--- src/rtl/vram_dma.sv ---
// vram_dma: block fill/copy engine and bus arbiter between the AVR data bus and RAM port X.
// The CPU always wins the RAM port; the DMA only uses cycles with neither cpu_we nor cpu_read.
`timescale 1ns/1ps
module vram_dma #(
    parameter logic [15:0] BASE = 16'h0050,
    parameter int unsigned AW   = 16
) (
    input  logic          clock,
    input  logic          reset_n,
    input  logic [AW-1:0] cpu_address,
    input  logic [7:0]    cpu_data_o,
    input  logic          cpu_we,
    input  logic          cpu_read,
    output logic [7:0]    cpu_data_i,
    output logic [AW-1:0] mem_ax,
    output logic [7:0]    mem_dx,
    output logic          mem_wx,
    input  logic [7:0]    mem_qx,
    output logic          busy,
    output logic          done
);

    typedef enum logic [1:0] {S_IDLE, S_RD, S_LAT, S_WR} state_t;

    state_t        r_state;
    logic [AW-1:0] r_src, r_dst, r_len;
    logic [7:0]    r_fill;
    logic          r_mode;
    logic [AW-1:0] r_cur_src, r_cur_dst, r_cur_len;
    logic [7:0]    r_data_q;
    logic          r_busy, r_done;
    logic          r_rd_valid, r_rd_hit;
    logic [7:0]    r_rd_val;

    logic          w_hit, w_free, w_reg_wr, w_start;
    logic [7:0]    w_reg_val;

    assign w_hit    = (cpu_address[15:3] == BASE[15:3]);
    assign w_free   = ~(cpu_we | cpu_read);
    assign w_reg_wr = cpu_we & w_hit;
    assign w_start  = w_reg_wr & (cpu_address[2:0] == 3'd7) & cpu_data_o[0]
                      & (r_state == S_IDLE) & (r_len != '0);

    assign busy = r_busy;
    assign done = r_done;

    always_comb begin
        w_reg_val = '0;
        case (cpu_address[2:0])
            3'd0: w_reg_val = r_src[7:0];
            3'd1: w_reg_val = r_src[15:8];
            3'd2: w_reg_val = r_dst[7:0];
            3'd3: w_reg_val = r_dst[15:8];
            3'd4: w_reg_val = r_len[7:0];
            3'd5: w_reg_val = r_len[15:8];
            3'd6: w_reg_val = r_fill;
            default: w_reg_val = {r_busy, 5'b0, r_mode, 1'b0};
        endcase
    end

    // Read data is zero outside the cycle following a CPU read so reset drives it low.
    always_comb begin
        cpu_data_i = '0;
        if (r_rd_valid)
            cpu_data_i = r_rd_hit ? r_rd_val : mem_qx;
    end

    always_comb begin
        mem_ax = cpu_address;
        mem_dx = cpu_data_o;
        mem_wx = cpu_we & ~w_hit;
        if (w_free) begin
            case (r_state)
                S_RD: mem_ax = r_cur_src;
                S_WR: begin
                    mem_ax = r_cur_dst;
                    mem_dx = r_mode ? r_fill : r_data_q;
                    mem_wx = 1'b1;
                end
                default: ;
            endcase
        end
    end

    always_ff @(posedge clock or negedge reset_n) begin
        if (!reset_n) begin
            r_state    <= S_IDLE;
            r_src      <= '0;
            r_dst      <= '0;
            r_len      <= '0;
            r_fill     <= '0;
            r_mode     <= 1'b0;
            r_cur_src  <= '0;
            r_cur_dst  <= '0;
            r_cur_len  <= '0;
            r_data_q   <= '0;
            r_busy     <= 1'b0;
            r_done     <= 1'b0;
            r_rd_valid <= 1'b0;
            r_rd_hit   <= 1'b0;
            r_rd_val   <= '0;
        end else begin
            r_done     <= 1'b0;
            r_rd_valid <= cpu_read;
            if (cpu_read) begin
                r_rd_hit <= w_hit;
                r_rd_val <= w_reg_val;
            end

            if (w_reg_wr) begin
                case (cpu_address[2:0])
                    3'd0: r_src[7:0]  <= cpu_data_o;
                    3'd1: r_src[15:8] <= cpu_data_o;
                    3'd2: r_dst[7:0]  <= cpu_data_o;
                    3'd3: r_dst[15:8] <= cpu_data_o;
                    3'd4: r_len[7:0]  <= cpu_data_o;
                    3'd5: r_len[15:8] <= cpu_data_o;
                    3'd6: r_fill      <= cpu_data_o;
                    default: if (r_state == S_IDLE) r_mode <= cpu_data_o[1];
                endcase
            end

            case (r_state)
                S_IDLE: begin
                    if (w_start) begin
                        r_cur_src <= r_src;
                        r_cur_dst <= r_dst;
                        r_cur_len <= r_len;
                        r_busy    <= 1'b1;
                        r_state   <= cpu_data_o[1] ? S_WR : S_RD;
                    end
                end
                S_RD: begin
                    if (w_free)
                        r_state <= S_LAT;
                end
                S_LAT: begin
                    r_data_q <= mem_qx;
                    r_state  <= S_WR;
                end
                S_WR: begin
                    if (w_free) begin
                        r_cur_src <= r_cur_src + 1'b1;
                        r_cur_dst <= r_cur_dst + 1'b1;
                        r_cur_len <= r_cur_len - 1'b1;
                        if (r_cur_len == AW'(1)) begin
                            r_state <= S_IDLE;
                            r_busy  <= 1'b0;
                            r_done  <= 1'b1;
                        end else begin
                            r_state <= r_mode ? S_WR : S_RD;
                        end
                    end
                end
                default: r_state <= S_IDLE;
            endcase
        end
    end

endmodule

--- config.mk ---
export PLATFORM = sky130hd
export DESIGN_NAME = vram_dma
export DESIGN_NICKNAME = d
export VERILOG_FILES = /design/src/rtl/vram_dma.sv
export SDC_FILE = /design/constraint.sdc
export NUM_CORES = 1
export LEC_CHECK = 0
export CAP_MARGIN = 20
export CORE_ASPECT_RATIO = 0.5
export CORE_MARGIN = 2
export CORE_UTILIZATION = 46
export CTS_BUF_LIST = sky130_fd_sc_hd__clkbuf_4
export CTS_CLUSTER_SIZE = 16
export DETAILED_ROUTE_END_ITERATION = 12
export HOLD_SLACK_MARGIN = 0.05
export PLACE_DENSITY = 0.66
export SYNTH_ARGS = -nofsm -noshare
export SYNTH_HDL_FRONTEND = slang
export SYNTH_SLANG_ARGS = --single-unit
export TNS_END_PERCENT = 5
--- constraint.sdc ---
create_clock -name clock -period 2.9 [get_ports clock]
set_input_delay 0.29 -clock clock [delete_from_list [all_inputs] [get_ports clock]]
set_output_delay 0.29 -clock clock [all_outputs]
set_load 0.02 [all_outputs]
==> results.toml <==
[route]
via_count = 6504
firstDrtPassIters = 5
drt-wirelength-per-cell_um = 22.1
wl_mm = 23.0
drt-initial-drc-count = 791
ant_nets = 0
drc = 0
via_per_inst = 6.25

[cells_and_area]
nets = 864
areaGrowthSynthToFinish_pct = 17.4
finalNonFillerCells = 1041
final_area_um2 = 8760
drive_above_1_share = 0.189
most-common-layout-cells = "dfrtp_1 (127), nand2_1 (69), clkdlybuf4s50_1 (69), mux2_2 (65), o21ai_0 (56)"
layout_commonest_cell = "dfrtp_1"
fillers = 1372
antenna_cells = 0

[floorplanning]
core_um2 = 15600
die_area_um2 = 17300
die_h_um = 94.0
fp.dieW_um = 184
io_pins = 71
core.rowCount = 32
start_util = 0.478

[timing]
worstMarginPinSlew_ns = 0.801
period_minus_slack_ns = 2.69
finalSetupViolations = 0
fin_ws_ns = 0.206
hold_violations = 0
fin_tns_setup_ns = 0
final_max_slew_viol_count = 0
rsz0062_at_grt = "no"
fin_worst_skew_ns = 0.0232
fmax_mhz = 371
slew_headroom = 0.461
finalCritPeriodShare = 0.929

[clock_network]
cts_root_buf = "clkbuf_4"
cts_buffers = 17
ctsResizeCount = 0
clkTransAtPathRegs_ns = 0.13
htree_levels = 4
cts_tree = "yes"
clock-sinks = 127
postCtsSetupRepairBufs = 0
clk_path_buf_depth = 2
clk_latency_ns = 0.55

[yosys]
yosysUniqueCellTypes = 62
synth_ff_type = "dfrtp_1"
synth_area_um2 = 7460
yosysWarnings = 0
syn_nets = 793
syn_area_per_cell_um2 = 9.91
synth_edf_count = 0
async_flop_share = 1.00
synth-seq-cells = 127
ys_seq_area_frac = 0.426
synth_cells = 753

[setup_path]
start_kind = "register"
cp_top_family = "buffers and inverters"
path_class = "register to primary output"
cp_common_cell = "nand2_1"
slowest_delay_ns = 0.64
reg2reg_to = "r_cur_len[4]"
r2r_setup_slack_ns = 0.31
cp.depth = 6
arrival_ns = 2.40
end_kind = "primary output"
rr_startpoint = "r_len[9]"
cp_data_required_time_ns = 2.61
cp_cell_sequence = "and2_2 -> nand2_1 -> buf_4 -> nand2_1 -> o21ai_0 -> clkdlybuf4s50_1"
crit_buf_inv = 2
path_max_fanout = 18
reg2reg_depth = 7
setup.worst_path.end = "mem_dx[6]"
critPathSlowestCell = "clkdlybuf4s50_1"
crit_path_start = "r_state[0]"

[global_routing]
grt_pass1_vias = 6024
overflow = 0
antenna_found_initial = 1
grt_usage = 0.278
grt_pass1_wl_mm = 35.6
grt_max_degree = 58

[hold_path]
min_path_type = "primary input to async pin"

[place]
dp_cells = 1008
port_buffers = 70
place_congestion = 0.902
post-place-ws_ns = 0.113
post-dp-hpwl_mm = 16.4
placed_cell_area_um2 = 8490

[power]
ir_worst_vdd_v = 0.000227
p_leak_nw = 3.87
p_per_area_nw_per_um2 = 389

[status]
status = "finished clean"

[job]
cap_violations = 0
## cell type report
class                           count  area (um^2)  area share
Multi-Input combinational cell    562         4010       0.458
Sequential cell                   127         3180       0.363
Timing Repair Buffer              105         1010       0.116
Tap cell                          204          255      0.0292
Clock buffer                       18          135      0.0154
Clock inverter                     14          121      0.0139
Inverter                           11         41.3     0.00472
## repair_timing
item,in CTS,in global routing
endpoints found under the setup margin,0,0
hold endpoints to repair,46,0
hold buffers,1,0
## state kept, by name, summed over array words and instances (netlist names)
name,count
r_cur_len,16
r_dst,16
r_len,16
r_state,2
r_src,16
r_fill,8
r_mode,1
r_cur_dst,16
done,1
r_cur_src,16
r_data_q,8
busy,1
r_rd_val,8
r_rd_hit,1
r_rd_valid,1
## through the flow
stage	util	power, W	hold slack, ns
4_1_cts	0.561	0.00343	0.323
3_3_place_gp	0.544	0.00226	0.387
2_1_floorplan	-	0.00206	-0.00559
3_5_place_dp	0.544	0.00227	0.389
6_report	0.561	0.00341	0.313
5_1_grt	0.561	0.00355	0.329
## power by group
group / internal, W / switching, W / leakage (nW) / total [W]
registers: 0.00183 / 0.0000355 / 1.73 / 0.00186
logic: 0.000177 / 0.000197 / 2.01 / 0.000375
clock network: 0.000377 / 0.000798 / 0.127 / 0.00117
total: 0.00238 / 0.00103 / 3.87 / 0.00341
## cells by family (layout without fill, tap and decap cells)
group,count (synthesis),in the layout,synth area share
compound gates,204,204,0.184
mux,118,118,0.181
buf+inv,64,148,0.0382
flops,127,127,0.426
simple gates,235,235,0.163
fa+ha+maj,4,4,0.00671
xor+xnor,1,1,0.00117
## cells in the mapped netlist, types with 7 or more instances
cell type | number | area share
nand4_1 | 7 | 0.0059
nor2_1 | 46 | 0.023
o21ai_0 | 56 | 0.038
nand2_1 | 70 | 0.035
o22ai_1 | 21 | 0.018
a21oi_1 | 37 | 0.025
nand3_1 | 18 | 0.012
and3_1 | 7 | 0.0059
clkbuf_1 | 37 | 0.019
dfrtp_1 | 127 | 0.43
a31oi_1 | 7 | 0.0059
inv_1 | 11 | 0.0055
or3_1 | 14 | 0.012
o211ai_1 | 13 | 0.013
nor2b_1 | 10 | 0.0084
o31ai_1 | 10 | 0.010
o211a_1 | 24 | 0.032
mux2i_1 | 44 | 0.059
a211o_1 | 7 | 0.0082
mux4_2 | 7 | 0.021
nand2b_1 | 8 | 0.0067
mux2_2 | 65 | 0.098
nor3_1 | 21 | 0.014
## worst min-delay path by stage
stage | to | cells past startpoint
after detailed placement | r_cur_src[12] | 1
after global routing | r_data_q[1] | 2
after global placement | r_cur_len[8] | 1
after floorplan | busy | 0
after CTS | r_cur_dst[13] | 2
final | r_cur_len[8] | 2
## per-layer routing
metal	global-route usage	vias to the layer above	part of all wire
met3	0.0895	18	0.10
met4	0.0413	0	0.0083
met2	0.387	286	0.41
li1	-	2982	-
met5	0	-	0
met1	0.424	3218	0.48
Note: power is estimated with default switching activity, not from simulation.
